`src/rtl/iter_shifter_pkg.sv`:
```
// iter_shifter_pkg
// Shared definitions for the iterative shifter and anything that models it:
//   - operation encoding (identical to the single-cycle barrel shifter)
//   - controller state encoding
//   - default operand width
package iter_shifter_pkg;

    localparam int DEF_WIDTH = 16;
    localparam int DEF_CNT_W = 4;

    // Operation encoding: bit 1 selects direction (0 = left, 1 = right),
    // bit 0 selects fill (0 = rotate, 1 = logical shift with zero fill).
    localparam logic [1:0] OP_ROL = 2'b00;
    localparam logic [1:0] OP_SLL = 2'b01;
    localparam logic [1:0] OP_ROR = 2'b10;
    localparam logic [1:0] OP_SRL = 2'b11;

    // 2'b11 is unused; the controller treats it as a return to idle.
    typedef enum logic [1:0] {
        ST_IDLE  = 2'b00,
        ST_SHIFT = 2'b01,
        ST_DONE  = 2'b10
    } state_t;

endpackage

```
`src/rtl/iter_shifter_shift_step.sv`:
```
// shift_step
// Purely combinational single-position mover used by the iterative shifter.
// Ports:
//   data_i  WIDTH  current working value
//   op_i    2      operation (OP_ROL / OP_SLL / OP_ROR / OP_SRL)
//   data_o  WIDTH  value moved exactly one bit position
module shift_step
    import iter_shifter_pkg::*;
#(
    parameter int WIDTH = DEF_WIDTH
) (
    input  logic [WIDTH-1:0] data_i,
    input  logic [1:0]       op_i,
    output logic [WIDTH-1:0] data_o
);

    always_comb begin
        data_o = data_i;
        case (op_i)
            OP_ROL:  data_o = {data_i[WIDTH-2:0], data_i[WIDTH-1]};
            OP_SLL:  data_o = {data_i[WIDTH-2:0], 1'b0};
            OP_ROR:  data_o = {data_i[0], data_i[WIDTH-1:1]};
            OP_SRL:  data_o = {1'b0, data_i[WIDTH-1:1]};
            default: data_o = data_i;
        endcase
    end

endmodule

```
`src/rtl/iter_shifter.sv`:
```
// iter_shifter
// Multi-cycle rotate/shift unit: moves the operand one bit per clock, so a
// request with count Cnt produces its result Cnt+1 cycles after acceptance.
// Ports:
//   clk, rst            clock, asynchronous active-high reset
//   in_valid/in_ready   request handshake (in_ready high only when idle)
//   In, Cnt, Op         operand, amount (0..WIDTH-1), operation
//   out_valid/out_ready result handshake
//   Out                 working/result register (holds last result when idle)
//   busy                high while shifting
module iter_shifter
    import iter_shifter_pkg::*;
#(
    parameter int WIDTH = DEF_WIDTH,
    parameter int CNT_W = DEF_CNT_W
) (
    input  logic             clk,
    input  logic             rst,
    input  logic             in_valid,
    output logic             in_ready,
    input  logic [WIDTH-1:0] In,
    input  logic [CNT_W-1:0] Cnt,
    input  logic [1:0]       Op,
    output logic             out_valid,
    input  logic             out_ready,
    output logic [WIDTH-1:0] Out,
    output logic             busy
);

    state_t           state_q, state_d;
    logic [WIDTH-1:0] data_q,  data_d;
    logic [CNT_W-1:0] rem_q,   rem_d;
    logic [1:0]       op_q,    op_d;
    logic [WIDTH-1:0] step_data;

    shift_step #(
        .WIDTH (WIDTH)
    ) u_step (
        .data_i (data_q),
        .op_i   (op_q),
        .data_o (step_data)
    );

    always_ff @(posedge clk or posedge rst) begin
        if (rst) begin
            state_q <= ST_IDLE;
            data_q  <= '0;
            rem_q   <= '0;
            op_q    <= '0;
        end else begin
            state_q <= state_d;
            data_q  <= data_d;
            rem_q   <= rem_d;
            op_q    <= op_d;
        end
    end

    always_comb begin
        state_d   = state_q;
        data_d    = data_q;
        rem_d     = rem_q;
        op_d      = op_q;
        in_ready  = 1'b0;
        out_valid = 1'b0;
        busy      = 1'b0;

        case (state_q)
            ST_IDLE: begin
                in_ready = 1'b1;
                if (in_valid) begin
                    data_d  = In;
                    rem_d   = Cnt;
                    op_d    = Op;
                    state_d = ST_SHIFT;
                end
            end
            ST_SHIFT: begin
                busy = 1'b1;
                // The cycle that sees rem==0 only hands off to DONE, which is
                // what makes the latency Cnt+1 rather than Cnt.
                if (rem_q != '0) begin
                    data_d = step_data;
                    rem_d  = rem_q - {{(CNT_W-1){1'b0}}, 1'b1};
                end else begin
                    state_d = ST_DONE;
                end
            end
            ST_DONE: begin
                out_valid = 1'b1;
                // in_ready is low here, so a new request can only be taken
                // on the cycle after the result handshake.
                if (out_ready) begin
                    state_d = ST_IDLE;
                end
            end
            default: begin
                state_d = ST_IDLE;
            end
        endcase
    end

    assign Out = data_q;

endmodule

```
`config.mk`:
```
export PLATFORM = sky130hd
export DESIGN_NAME = iter_shifter
export DESIGN_NICKNAME = d
export VERILOG_FILES = /design/src/rtl/iter_shifter_pkg.sv /design/src/rtl/iter_shifter_shift_step.sv /design/src/rtl/iter_shifter.sv
export SDC_FILE = /design/constraint.sdc
export NUM_CORES = 1
export LEC_CHECK = 0
export CAP_MARGIN = 30
export CELL_PAD_IN_SITES_DETAIL_PLACEMENT = 0
export CELL_PAD_IN_SITES_GLOBAL_PLACEMENT = 1
export CORE_UTILIZATION = 37
export CTS_CLUSTER_SIZE = 25
export DETAILED_ROUTE_END_ITERATION = 8
export PLACE_DENSITY_LB_ADDON = 0.1
export RECOVER_POWER = 50
export SLEW_MARGIN = 20
export SYNTH_ARGS = -nofsm -noshare
export SYNTH_HDL_FRONTEND = slang
export SYNTH_SLANG_ARGS = --single-unit
export TNS_END_PERCENT = 100
```
`constraint.sdc`:
```
create_clock -name clk -period 4.74 [get_ports clk]
set_clock_uncertainty 0.15 [all_clocks]
set_input_delay 0.711 -clock clk [delete_from_list [all_inputs] [get_ports clk]]
set_output_delay 0.711 -clock clk [all_outputs]
set_load 0.01 [all_outputs]
```
After elaboration in Yosys (flattened, before gate mapping)
Cells that the tools add are included.
{"block": "totals", "register_bits": 24, "in_bits": 26, "elab_cells": 35}
{"block": "op_classes", "eq_ne": 9, "addsub": 1, "reduce_logical": 7, "muxes": 14}
{"op": "case mux 16 bit (4 select lines)", "n": 1}
{"op": "two-way mux 16 bit", "n": 2}
{"op": "case mux 16 bit (2 select lines)", "n": 1}
{"op": "two-way mux 4 bit", "n": 2}
{"op": "!= test 2 bit, second input constant", "n": 4}
{"op": "case mux 4 bit (2 select lines)", "n": 1}
{"op": "equality test 2 bit, second input constant", "n": 3}
{"op": "two-way mux 2 bit", "n": 3}
{"op": "case mux 2 bit (3 select lines)", "n": 1}
{"op": "AND reduction 3 bit", "n": 2}
{"op": "equality test 2 x 1 -> 1 bit, second input constant", "n": 2}
{"op": "logical NOT 2 bit", "n": 2}
{"op": "nonzero test 4 bit", "n": 1}
{"op": "subtractor 4 x 1 -> 4 bit, second input constant", "n": 1}
{"op": "two-way mux 1 bit", "n": 3}
{"op": "AND reduction 2 bit", "n": 1}
{"op": "nonzero test 2 bit", "n": 1}

Longest topological paths before layout
{"block": "logic_depth", "ltp_word": 4, "depth_mapped": 7, "mapped_depth_nobuf": 6}

By module
Synthesis repeated with hierarchy kept, for this count alone.
{"block": "unflattened", "cells_unflattened": 116, "hier_area_um2": 1566.5}
{"module": "iter_shifter", "area_each_um2": 1327.5, "seq_area_each_um2": 600.6, "cells_each": 95, "n_inst": 1}
{"module": "shift_step", "area_each_um2": 239.0, "seq_area_each_um2": 0.0, "cells_each": 21, "n_inst": 1}

Worst setup path before layout
No wires, ideal clock.
{"block": "synth_timing", "path_type": "register to output", "start": "register state_q[1]", "end": "output port busy", "t_arrival_ps": 933, "path_buffers": 1, "setup_slack_ps": 2946, "stages_incl_launch_ff": 4, "cell_sequence": "dfrtp_1 > nand2b_1 > inv_2 > clkbuf_1"}
{"block": "synth_via", "elab_chain_len": 2}
{"element": "from (decl)", "line_no": "iter_shifter.sv:30", "source": "state_t state_q, state_d;"}
{"element": "from (signal assigned)", "line_no": "iter_shifter.sv:51", "source": "state_q <= state_d;"}
{"element": "equality test 2 x 1 -> 1 bit", "line_no": "iter_shifter.sv:67", "source": "case (state_q)"}
{"element": "two-way mux 1 bit", "line_no": "iter_shifter.sv:67"}
{"element": "to (decl)", "line_no": "iter_shifter.sv:27", "source": "output logic busy"}
No other way between the ends.

Worst setup path after layout
Ends and elaborated chain as after synthesis.

==> run metrics <==
fraction of layout cells with a size suffix above 1=0.105; Finished Layout Cells=238; dominant cells by area after synthesis=dfrtp_1, a211oi_1, o31ai_2; CTS tree=yes; Starting Density=0.390; TritonCTS Buffers=3; HPWL Detailed=2530 um; Core Rows=22; min-delay src=rem_q[2]$_DFFE_PP0P_; worst-path maximum fanout=22; fill count=360; Syn Inst Count=152; CTS Hold Buffers Added=0; WL/cell=16.0 um; Post-Synth XOR/XNOR Area=0; Die Ht=64.3 um; Synth Cell Area=1440 um^2; nets=218; most common cell in the synthesized netlist=dfrtp_1; remaining global-route overflow=0; Setup Viol. Count Final=0; vias per std cell=5.49; setup TNS=0 ns; H-tree Lvls=1; Worst Path Arrival=2.39 ns; Final Hold Viols=0; minimum clock period=3.25 ns; Initial DRT Pass Iterations=4; fin crit share=0.686; Compound-Gate Fraction of Synth Area=0.310; critical path launch point type=flip-flop; CP Class=reg -> out; mux cell area share after synthesis=0.0226; P&R area growth vs syn=35.8%; max frequency=307 MHz; Mapped Nets=179; Post-synth EDFFs=0; CTS max path bufs=2; register area share after synthesis=0.418; first-pass GRT wire length=6530 um; number of buffers added on ports=44; hold endpoint=state_q[1]$_DFFE_PP0P_; Antenna Nets Post-Route=0; Rel. slew slack=0.379; Num Clock Sinks=24; worst path required time=3.88 ns; RSZ-0062 raised after global routing=false; largest family of logic cells by synthesized area=compound AO/OA/AOI/OAI gates; adder-cell share of the synthesized area=0.00870; max_cap viols=0; CP max-delay cell=clkdlybuf4s50_1; CTS resizes=0; vias in the first global route=1346; top cell type's share of synthesized area=0.418; worst-margin pin slew=0.932 ns; R2R setup slack=2.36 ns; worst vdd ir=0.308 mV; Clock Latency Late Sink=0.27 ns; Via Count=1306; hold depth=1; main flop type after synthesis=dfrtp_1; CP Capture Type=primary output; Yosys reg bits=24; Static Leakage=0.763 nW; number of distinct library cells after synthesis=33; leading area contributor after synthesis=dfrtp_1; DR iter-0 viols=116; Simple-Gate Fraction of Synth Area=0.176; Chip Width=64.3 um; largest net degree at the start of global routing=34; GPL Wtd Cong=0.827; Critical R2R Launch=rem_q[0]$_DFFE_PP0P_; synth warn=0; reg2reg path depth=6; Cells after DPL=233; initial antenna violation count=0; Hold Path Class=reg -> reg; # DRC=0; Core ar.=3690 um^2; Post-synth top cells=dfrtp_1, a211oi_1, nor2_1; Async SR Flop Fraction=1.00; num ports=45; total track usage=0.201; status=completed; diodes inserted=0; pwr/cell area=767 nW/um^2; final slew viol count=0; die area=4140 um^2; drt total wl=3800 um; reg2reg end=rem_q[2]$_DFFE_PP0P_; Clock transition at path regs=0.09 ns; Crit path largest cell delay=0.62 ns; clock root buffer=clkbuf_8; mean area per synthesized cell=9.46 um^2; setup bufs post-CTS=0; critical path cell sequence=nand2b_1, inv_2, clkdlybuf4s50_1
power by group:
group / total [mW] / internal (mW) / switching, mW
clock network: 0.146 / 0.0743 / 0.0715
logic: 0.908 / 0.453 / 0.455
registers: 0.443 / 0.322 / 0.122
total: 1.50 / 0.849 / 0.648
stage by stage:
stage	setup WS [ns]	util	area (um^2)	hold WS, ns	total power, mW
6_report	1.49	0.529	1950	0.385	1.50
5_1_grt	1.30	0.529	1950	0.419	1.62
4_1_cts	1.46	0.532	1960	0.389	1.51
3_5_place_dp	1.77	0.517	1910	0.375	1.36
3_3_place_gp	1.81	0.509	1880	0.371	1.33
2_1_floorplan	2.95	-	1440	0.322	1.07
how the worst max path moves through the flow:
stage,startpoint,to,slack (ns),cells after the start
6_report,state_q[1]$_DFFE_PP0P_,busy,1.49,3
4_1_cts,state_q[1]$_DFFE_PP0P_,busy,1.46,3
3_3_place_gp,state_q[1]$_DFFE_PP0P_,busy,1.81,3
3_5_place_dp,state_q[1]$_DFFE_PP0P_,busy,1.77,3
2_1_floorplan,state_q[1]$_DFFE_PP0P_,busy,2.95,3
5_1_grt,state_q[1]$_DFFE_PP0P_,busy,1.30,3
critical path, delay by kind of cell, from the launching register on:
family,cells,cell delay [ns]
buffers and inverters,2,1.16
AND/OR/NAND/NOR,1,0.53
flip-flops,1,0.43
layer usage:
layer | share of wire | vias to the layer above | global-route usage
met3 | 0.045 | 2 | 0.0339
met2 | 0.47 | 39 | 0.321
met1 | 0.48 | 632 | 0.281
met5 | 0 | - | 0
li1 | - | 633 | -
met4 | 0.0034 | 0 | 0.0472
area by class of cell:
cell class	instances	area, um^2	area share
clock buffers	4	55.1	0.0282
flip-flops and latches	24	601	0.308
well taps	48	60.1	0.0308
repair buffers	47	467	0.239
multi-input cells	108	743	0.381
inverters	7	26.3	0.0135
flip-flops by register name (all words and copies together) (netlist names):
signal	cells
rem_q	4
op_q	2
state_q	2
Out	16
cells by family (layout without fill, tap and decap cells):
family	count (synthesis)	in the layout
muxes	3	3
adders and majority gates	1	1
AOI/OAI and AO/OA	59	59
buffers and inverters	20	58
DFF	24	24
and+or+nand+nor	45	45
placed cells by master (no fill, tap or decap), types with 2 or more instances in the layout:
cell type,synthesis,layout
clkdlybuf4s50_1,0,36
dfrtp_1,24,24
nor2_1,17,17
a211oi_1,17,17
nor2b_1,16,16
o21ai_0,15,15
o31ai_2,9,9
dlygate4sd3_1,0,8
o31ai_1,7,7
inv_1,5,5
clkbuf_8,0,4
o21ai_1,3,3
nand2b_1,2,2
inv_2,2,2
a2bb2oi_1,2,2
nor3b_1,2,2
mux2_2,2,2
Power figures use the tool's default switching activity.
